## config.mk

```make
export PLATFORM = sky130hd
export DESIGN_NAME = pc_sequencer
export DESIGN_NICKNAME = d
export VERILOG_FILES = /design/src/rtl/pc_sequencer_pkg.sv /design/src/rtl/pc_next_calc.sv /design/src/rtl/pc_sequencer.sv
export SDC_FILE = /design/constraint.sdc
export NUM_CORES = 1
export LEC_CHECK = 0
export ABC_AREA = 1
export BUFFER_PORTS_ARGS = -buffer_cell sky130_fd_sc_hd__buf_4
export CAP_MARGIN = 20
export CORE_ASPECT_RATIO = 0.8
export CORE_UTILIZATION = 45
export CTS_CLUSTER_SIZE = 20
export DETAILED_ROUTE_END_ITERATION = 7
export PLACE_DENSITY = 0.69
export SYNTH_ARGS = -nofsm -noshare
export SYNTH_HDL_FRONTEND = slang
export SYNTH_SLANG_ARGS = --single-unit
```

## constraint.sdc

```tcl
create_clock -name clk -period 3.5 [get_ports clk]
set_input_delay 0.35 -clock clk [delete_from_list [all_inputs] [get_ports clk]]
set_output_delay 0.35 -clock clk [all_outputs]
set_load 0.02 [all_outputs]
```

## src/rtl/pc_sequencer_pkg.sv

```systemverilog
// ----------------------------------------------------------------------------
// pc_sequencer_pkg
// Shared definitions for the fetch/execute sequencer and the control decoder:
//   - seq_state_t      : sequencer state encoding
//   - HALT_*           : halt cause codes reported on halt_cause
//   - OP_*             : RV32 control-flow opcodes
//   - imm_b/imm_j/imm_i: sign-extended immediates pulled straight from the word
// ----------------------------------------------------------------------------
package pc_sequencer_pkg;

    typedef enum logic [1:0] {
        ST_IDLE  = 2'd0,
        ST_FETCH = 2'd1,
        ST_EXEC  = 2'd2,
        ST_HALT  = 2'd3
    } seq_state_t;

    localparam logic [1:0] HALT_NONE       = 2'd0;
    localparam logic [1:0] HALT_ILLEGAL    = 2'd1;
    localparam logic [1:0] HALT_MISALIGNED = 2'd2;
    localparam logic [1:0] HALT_TIMEOUT    = 2'd3;

    localparam logic [6:0] OP_BRANCH = 7'b110_0011;
    localparam logic [6:0] OP_JAL    = 7'b110_1111;
    localparam logic [6:0] OP_JALR   = 7'b110_0111;

    // B-type: imm[12|10:5] in [31:25], imm[4:1|11] in [11:7]
    function automatic logic [31:0] imm_b(input logic [31:0] instr);
        return {{19{instr[31]}}, instr[31], instr[7], instr[30:25], instr[11:8], 1'b0};
    endfunction

    // J-type: imm[20|10:1|11|19:12] in [31:12]
    function automatic logic [31:0] imm_j(input logic [31:0] instr);
        return {{11{instr[31]}}, instr[31], instr[19:12], instr[20], instr[30:21], 1'b0};
    endfunction

    // I-type: imm[11:0] in [31:20]
    function automatic logic [31:0] imm_i(input logic [31:0] instr);
        return {{20{instr[31]}}, instr[31:20]};
    endfunction

endpackage

```

## src/rtl/pc_next_calc.sv

```systemverilog
// ----------------------------------------------------------------------------
// pc_next_calc
// Combinational next-PC selection for the instruction currently in EXEC.
// Ports:
//   i_pc          address of the current instruction
//   i_instr       latched instruction word (immediates taken from here)
//   i_branch      decoder: conditional branch
//   i_jump        decoder: JAL
//   i_jump_reg    decoder: JALR
//   i_alu_zero    ALU result == 0 (XOR compare of rs1/rs2)
//   i_rs1_data    rs1 value, JALR base
//   o_target      next PC
//   o_misaligned  o_target is not word aligned
// ----------------------------------------------------------------------------
module pc_next_calc
    import pc_sequencer_pkg::*;
(
    input  logic [31:0] i_pc,
    input  logic [31:0] i_instr,
    input  logic        i_branch,
    input  logic        i_jump,
    input  logic        i_jump_reg,
    input  logic        i_alu_zero,
    input  logic [31:0] i_rs1_data,
    output logic [31:0] o_target,
    output logic        o_misaligned
);

    logic [31:0] w_pc_plus4;
    logic [31:0] w_jalr_sum;
    logic        w_taken;
    logic        w_unused_opcode;

    assign w_pc_plus4 = i_pc + 32'd4;
    assign w_jalr_sum = i_rs1_data + imm_i(i_instr);

    // funct3[0] distinguishes BEQ (0) from BNE (1): inverting the zero flag
    // for BNE lets one XOR cover both.
    assign w_taken = i_branch & (i_alu_zero ^ i_instr[12]);

    // The decoder has already classified the opcode; only the flags matter here.
    assign w_unused_opcode = ^i_instr[6:0];

    always_comb begin
        // NOTE: default first so every path assigns o_target; otherwise a
        // missing else would infer a latch.
        o_target = w_pc_plus4;
        if (i_jump_reg) begin
            o_target = {w_jalr_sum[31:1], 1'b0};
        end else if (i_jump) begin
            o_target = i_pc + imm_j(i_instr);
        end else if (w_taken) begin
            o_target = i_pc + imm_b(i_instr);
        end
    end

    assign o_misaligned = |o_target[1:0];

endmodule

```

## src/rtl/pc_sequencer.sv

```systemverilog
// ----------------------------------------------------------------------------
// pc_sequencer
// Multi-cycle fetch/execute sequencer for the RV32 core. Owns the PC, runs
// the instruction-memory req/ack handshake, latches the fetched word for the
// decoder and pulses exec_en for one cycle per instruction.
// Ports:
//   clk, rst            core clock, synchronous active-high reset
//   run                 permits starting the next fetch from IDLE
//   imem_req/addr       fetch request and address (= pc)
//   imem_ack/rdata      fetch completion and instruction word
//   instr, pc           latched instruction and its address
//   exec_en             one-cycle execute strobe
//   branch, jump, jump_reg, illegal   decoder flags for instr
//   alu_zero, rs1_data  ALU compare result and JALR base
//   link_sel, link_data write-back select for JAL/JALR and pc + 4
//   halted, halt_cause  sticky stop and its reason
//   instret             retired-instruction counter
// ----------------------------------------------------------------------------
module pc_sequencer
    import pc_sequencer_pkg::*;
#(
    parameter logic [31:0] RESET_PC      = 32'h0000_0000,
    parameter logic [7:0]  FETCH_TIMEOUT = 8'd255
) (
    input  logic        clk,
    input  logic        rst,
    input  logic        run,
    output logic        imem_req,
    output logic [31:0] imem_addr,
    input  logic        imem_ack,
    input  logic [31:0] imem_rdata,
    output logic [31:0] instr,
    output logic [31:0] pc,
    output logic        exec_en,
    input  logic        branch,
    input  logic        jump,
    input  logic        jump_reg,
    input  logic        illegal,
    input  logic        alu_zero,
    input  logic [31:0] rs1_data,
    output logic        link_sel,
    output logic [31:0] link_data,
    output logic        halted,
    output logic [1:0]  halt_cause,
    output logic [31:0] instret
);

    seq_state_t  r_state;
    logic [31:0] r_pc;
    logic [31:0] r_instr;
    logic [31:0] r_instret;
    logic        r_imem_req;
    logic        r_exec_en;
    logic        r_halted;
    logic [1:0]  r_halt_cause;
    logic [7:0]  r_timeout_cnt;

    logic [31:0] w_target;
    logic        w_misaligned;

    pc_next_calc u_pc_next_calc (
        .i_pc         (r_pc),
        .i_instr      (r_instr),
        .i_branch     (branch),
        .i_jump       (jump),
        .i_jump_reg   (jump_reg),
        .i_alu_zero   (alu_zero),
        .i_rs1_data   (rs1_data),
        .o_target     (w_target),
        .o_misaligned (w_misaligned)
    );

    // NOTE: state and outputs are all registered here with non-blocking
    // assignments, so every branch sees the pre-edge values regardless of
    // statement order.
    always_ff @(posedge clk) begin
        if (rst) begin
            r_state       <= ST_IDLE;
            r_pc          <= RESET_PC;
            r_instr       <= 32'd0;
            r_instret     <= 32'd0;
            r_imem_req    <= 1'b0;
            r_exec_en     <= 1'b0;
            r_halted      <= 1'b0;
            r_halt_cause  <= HALT_NONE;
            r_timeout_cnt <= 8'd0;
        end else begin
            case (r_state)
                ST_IDLE: begin
                    if (run) begin
                        r_state    <= ST_FETCH;
                        r_imem_req <= 1'b1;
                    end
                end

                ST_FETCH: begin
                    // An ack on the last allowed cycle still completes the fetch.
                    if (imem_ack) begin
                        r_instr       <= imem_rdata;
                        r_imem_req    <= 1'b0;
                        r_exec_en     <= 1'b1;
                        r_timeout_cnt <= 8'd0;
                        r_state       <= ST_EXEC;
                    end else if (r_timeout_cnt == FETCH_TIMEOUT - 8'd1) begin
                        r_imem_req    <= 1'b0;
                        r_halted      <= 1'b1;
                        r_halt_cause  <= HALT_TIMEOUT;
                        r_timeout_cnt <= 8'd0;
                        r_state       <= ST_HALT;
                    end else begin
                        r_timeout_cnt <= r_timeout_cnt + 8'd1;
                    end
                end

                ST_EXEC: begin
                    r_exec_en <= 1'b0;
                    if (illegal) begin
                        r_halted     <= 1'b1;
                        r_halt_cause <= HALT_ILLEGAL;
                        r_state      <= ST_HALT;
                    end else if (w_misaligned) begin
                        // pc keeps the faulting instruction's address.
                        r_halted     <= 1'b1;
                        r_halt_cause <= HALT_MISALIGNED;
                        r_state      <= ST_HALT;
                    end else begin
                        r_pc      <= w_target;
                        r_instret <= r_instret + 32'd1;
                        if (run) begin
                            r_state    <= ST_FETCH;
                            r_imem_req <= 1'b1;
                        end else begin
                            r_state <= ST_IDLE;
                        end
                    end
                end

                ST_HALT: begin
                    // Sticky until rst.
                end
            endcase
        end
    end

    assign imem_req   = r_imem_req;
    assign imem_addr  = r_pc;
    assign instr      = r_instr;
    assign pc         = r_pc;
    assign exec_en    = r_exec_en;
    assign halted     = r_halted;
    assign halt_cause = r_halt_cause;
    assign instret    = r_instret;

    assign link_data = r_pc + 32'd4;
    assign link_sel  = r_exec_en & (jump | jump_reg);

endmodule

```

==> impl_metrics.yaml <==
outcome:
  status: "finished clean"
logic_synthesis:
  synth_cell_types: 50
  synth_nets: 2142
  syn_area_um2: 11700
  synth_edf_count: 0
  synthesis.area_per_instance_um2: 5.89
  synth_ff_type: "dfxtp_1"
  synthArstFlopShare_pct: 0
  yosysSeqAreaShare_pct: 19.0
  ys_ff_latch: 111
  syn_inst: 1986
  ys_warn_count: 0
global_route:
  antenna_found_initial: 0
  grtUsageTotal_pct: 36.0
  grt_pass1_wl_um: 73500
  grt-ovfl-total: 0
  grt_max_degree: 48
  grt_pass1_vias: 12700
clocking:
  cts-root-buf: "clkbuf_16"
  cts.clk_slew.worst_paths_ns: 0.08
  cts_setup_buffers: 0
  worstSkewPairLatency_ns: 0.38
  htree_levels: 3
  clkSinkCount: 111
  cts-buffers-inserted: 9
  cts_hold_buf: 0
  cts_tree: "done"
  clockBufferDepth: 2
  cts_resized: 0
setup_path:
  slowest_stage: "dfxtp_1"
  reg2reg_slack_ns: 0.72
  cp-start-kind: "flip-flop"
  critPathKind: "flip-flop to output port"
  r2r-end: "imem_addr[28]"
  max_stage_delay_ns: 0.56
  path_max_fanout: 7
  crit_required_ns: 3.15
  endpoint_kind: "output port"
  cp.arrival_ns: 2.78
  reg2reg_from: "instr[20]"
  crit_chain: "nand3_1 -> nor2_2 -> nand2_1 -> nor2_2 -> nand2_1 -> nor2_1 -> nand2_1 -> xor2_1 -> buf_4"
  worstPathBufferInverterCount: 1
  path_delay_family: "simple AND/OR/NAND/NOR gates"
  reg2reg_depth: 16
  cpMostUsedCell: "nand2_1"
sta:
  layout_min_cycle_time_ns: 3.13
  layout_setup_ws_ns: 0.372
  rsz0062_at_grt: "no"
  whs_ns: 0.208
  max_freq_ghz: 0.320
  setup_viol: 0
  finalHoldViolCount: 0
  timing.slew.headroom_pct: 34.8
  skew_ns: 0.00941
  worstMarginPinSlew_ns: 0.977
  fin_tns_setup_ns: 0
  slew_violations: 0
  timing.final.crit_share_pct: 89.4
floorplanning:
  core-area_um2: 25400
  die_w_um: 182
  ios: 239
  die_y_um: 146
  num_rows: 52
  die_area_um2: 26700
  start_util_pct: 46.0
final_layout:
  area_delta_synth_final_pct: 18.9
  num_antenna_cells: 0
  layout.cells.non_filler: 2526
  fin_nets: 2326
  layout-drive-gt1-share_pct: 14.1
route:
  vias: 14000
  drc: 0
  drt_iter0_markers: 1314
  drtAntennaViolNets: 0
  wl_um: 48400
  avgRoutedWirePerCell_um: 19.2
  firstDrtPassIters: 7
  vias_per_cell: 5.53
run:
  cap_violations: 0
power:
  leakage_nw: 6.78
  p_per_area_nw_per_um2: 383
  ir_drop_mv: 0.289
placed_design:
  dp_hpwl_um: 38900
  dp_slack_ns: 0.801
  numPlacedInstances: 2510
  place_congestion: 0.997
  io_buffers: 238
worst_hold_path:
  min_to: "halt_cause[1]"
  hold_start: "illegal"
  hold_class: "input pin to flip-flop"
  hold_depth: 2
==> cell usage after synthesis (2+ instances only) <==
library cell	n	area [µm²]
buf_2	6	30.0
nor2_1	237	890
nand3_1	146	731
nor3_2	2	20.0
clkbuf_1	40	150
and3_1	2	12.5
nand2_2	5	31.3
buf_4	34	255
nor4_1	8	50.1
a31oi_1	12	75.1
ha_1	80	1000
xor2_1	63	552
nor3b_1	3	22.5
inv_2	5	18.8
o211ai_1	7	52.6
o21ai_0	140	701
a21boi_0	3	22.5
nand2_1	502	1880
nand4_1	21	131
nand3_2	3	30.0
or2_1	2	12.5
dfxtp_1	111	2220
o21a_1	6	45.0
nand3b_1	5	37.5
or2_2	5	31.3
a211oi_1	2	15.0
nor2_2	4	25.0
nor3_1	47	235
o21bai_1	18	135
nor2_4	4	45.0
fa_1	3	60.1
inv_1	227	852
a21oi_1	173	866
buf_6	2	22.5
a21o_1	11	82.6
xnor2_1	20	175
o21ai_1	13	65.1
and2_1	2	12.5
==> metal layers <==
| metal | vias up | routed length, µm | global-route usage (%) |
|---|---|---|---|
| met1 | 6336 | 21200 | 49.4 |
| met4 | 0 | 1530 | 11.7 |
| met5 | - | 0 | 0 |
| met2 | 703 | 20300 | 54.3 |
| li1 | 6859 | - | - |
| met3 | 71 | 5360 | 9.58 |
==> placed cells by master (no fill, tap or decap), types with 5 or more instances in the layout <==
cell type  count
nand2_1      502
buf_4        256
nor2_1       237
inv_1        226
a21oi_1      173
nand3_1      146
o21ai_0      140
dfxtp_1      110
ha_1          80
xor2_1        63
nor3_1        47
nand4_1       21
xnor2_1       20
o21bai_1      18
o21ai_1       13
a31oi_1       12
a21o_1        11
clkbuf_16      9
nor4_1         8
o211ai_1       7
inv_2          6
o21a_1         6
nand2_2        5
nand3b_1       5
or2_2          5
==> kinds of logic (layout without fill, tap and decap cells) <==
group                    Yosys count  in the layout  synth area share (%)
flip-flops                       111            111                  19.0
buffers and inverters            317            506                  11.5
AND/OR/NAND/NOR                 1001           1001                  36.3
AO/OA/AOI/OAI                    391            391                  18.0
XOR/XNOR                          83             83                  6.21
adder cells (fa/ha/maj)           83             83                  9.07
==> flip-flops by register name, indices dropped and copies added (netlist names) <==
signal	count
instret	32
halt_cause	2
instr	32
r_state	2
exec_en	1
halted	1
imem_req	1
imem_addr	32
r_timeout_cnt	8
==> how the worst max path moves through the flow <==
stage | start | to | cells after the start
3_5_place_dp | instr[20] | imem_addr[28] | 16
6_report | imem_addr[3] | link_data[23] | 9
5_1_grt | imem_addr[3] | link_data[23] | 9
3_3_place_gp | instr[21] | imem_addr[28] | 16
2_1_floorplan | instr[31] | imem_addr[31] | 15
4_1_cts | imem_addr[3] | link_data[23] | 9
==> where the power goes <==
| group | internal (W) | switching [W] | total, W |
|---|---|---|---|
| Combinational | 0.000933 | 0.00172 | 0.00265 |
| Clock | 0.000508 | 0.000584 | 0.00109 |
| Sequential | 0.00140 | 0.000190 | 0.00159 |
| Total | 0.00284 | 0.00249 | 0.00534 |
==> layout make-up <==
class	count	area [µm²]
clock buffer	9	225
clock inverter	7	72.6
fill	2776	11500
inverter	233	875
multi-input combinational	1558	8140
sequential	111	2220
tap	351	439
timing repair buffer	257	1940
==> metrics by stage <==
step                power, W  util [%]  instance area, µm²
CTS                  0.00530      54.7               13900
global placement     0.00420      53.5               13600
finish               0.00534      54.7               13900
global route         0.00565      54.7               13900
detailed placement   0.00422      53.5               13600
floorplan            0.00329         -               11700
(Power assumes the default switching activity.)
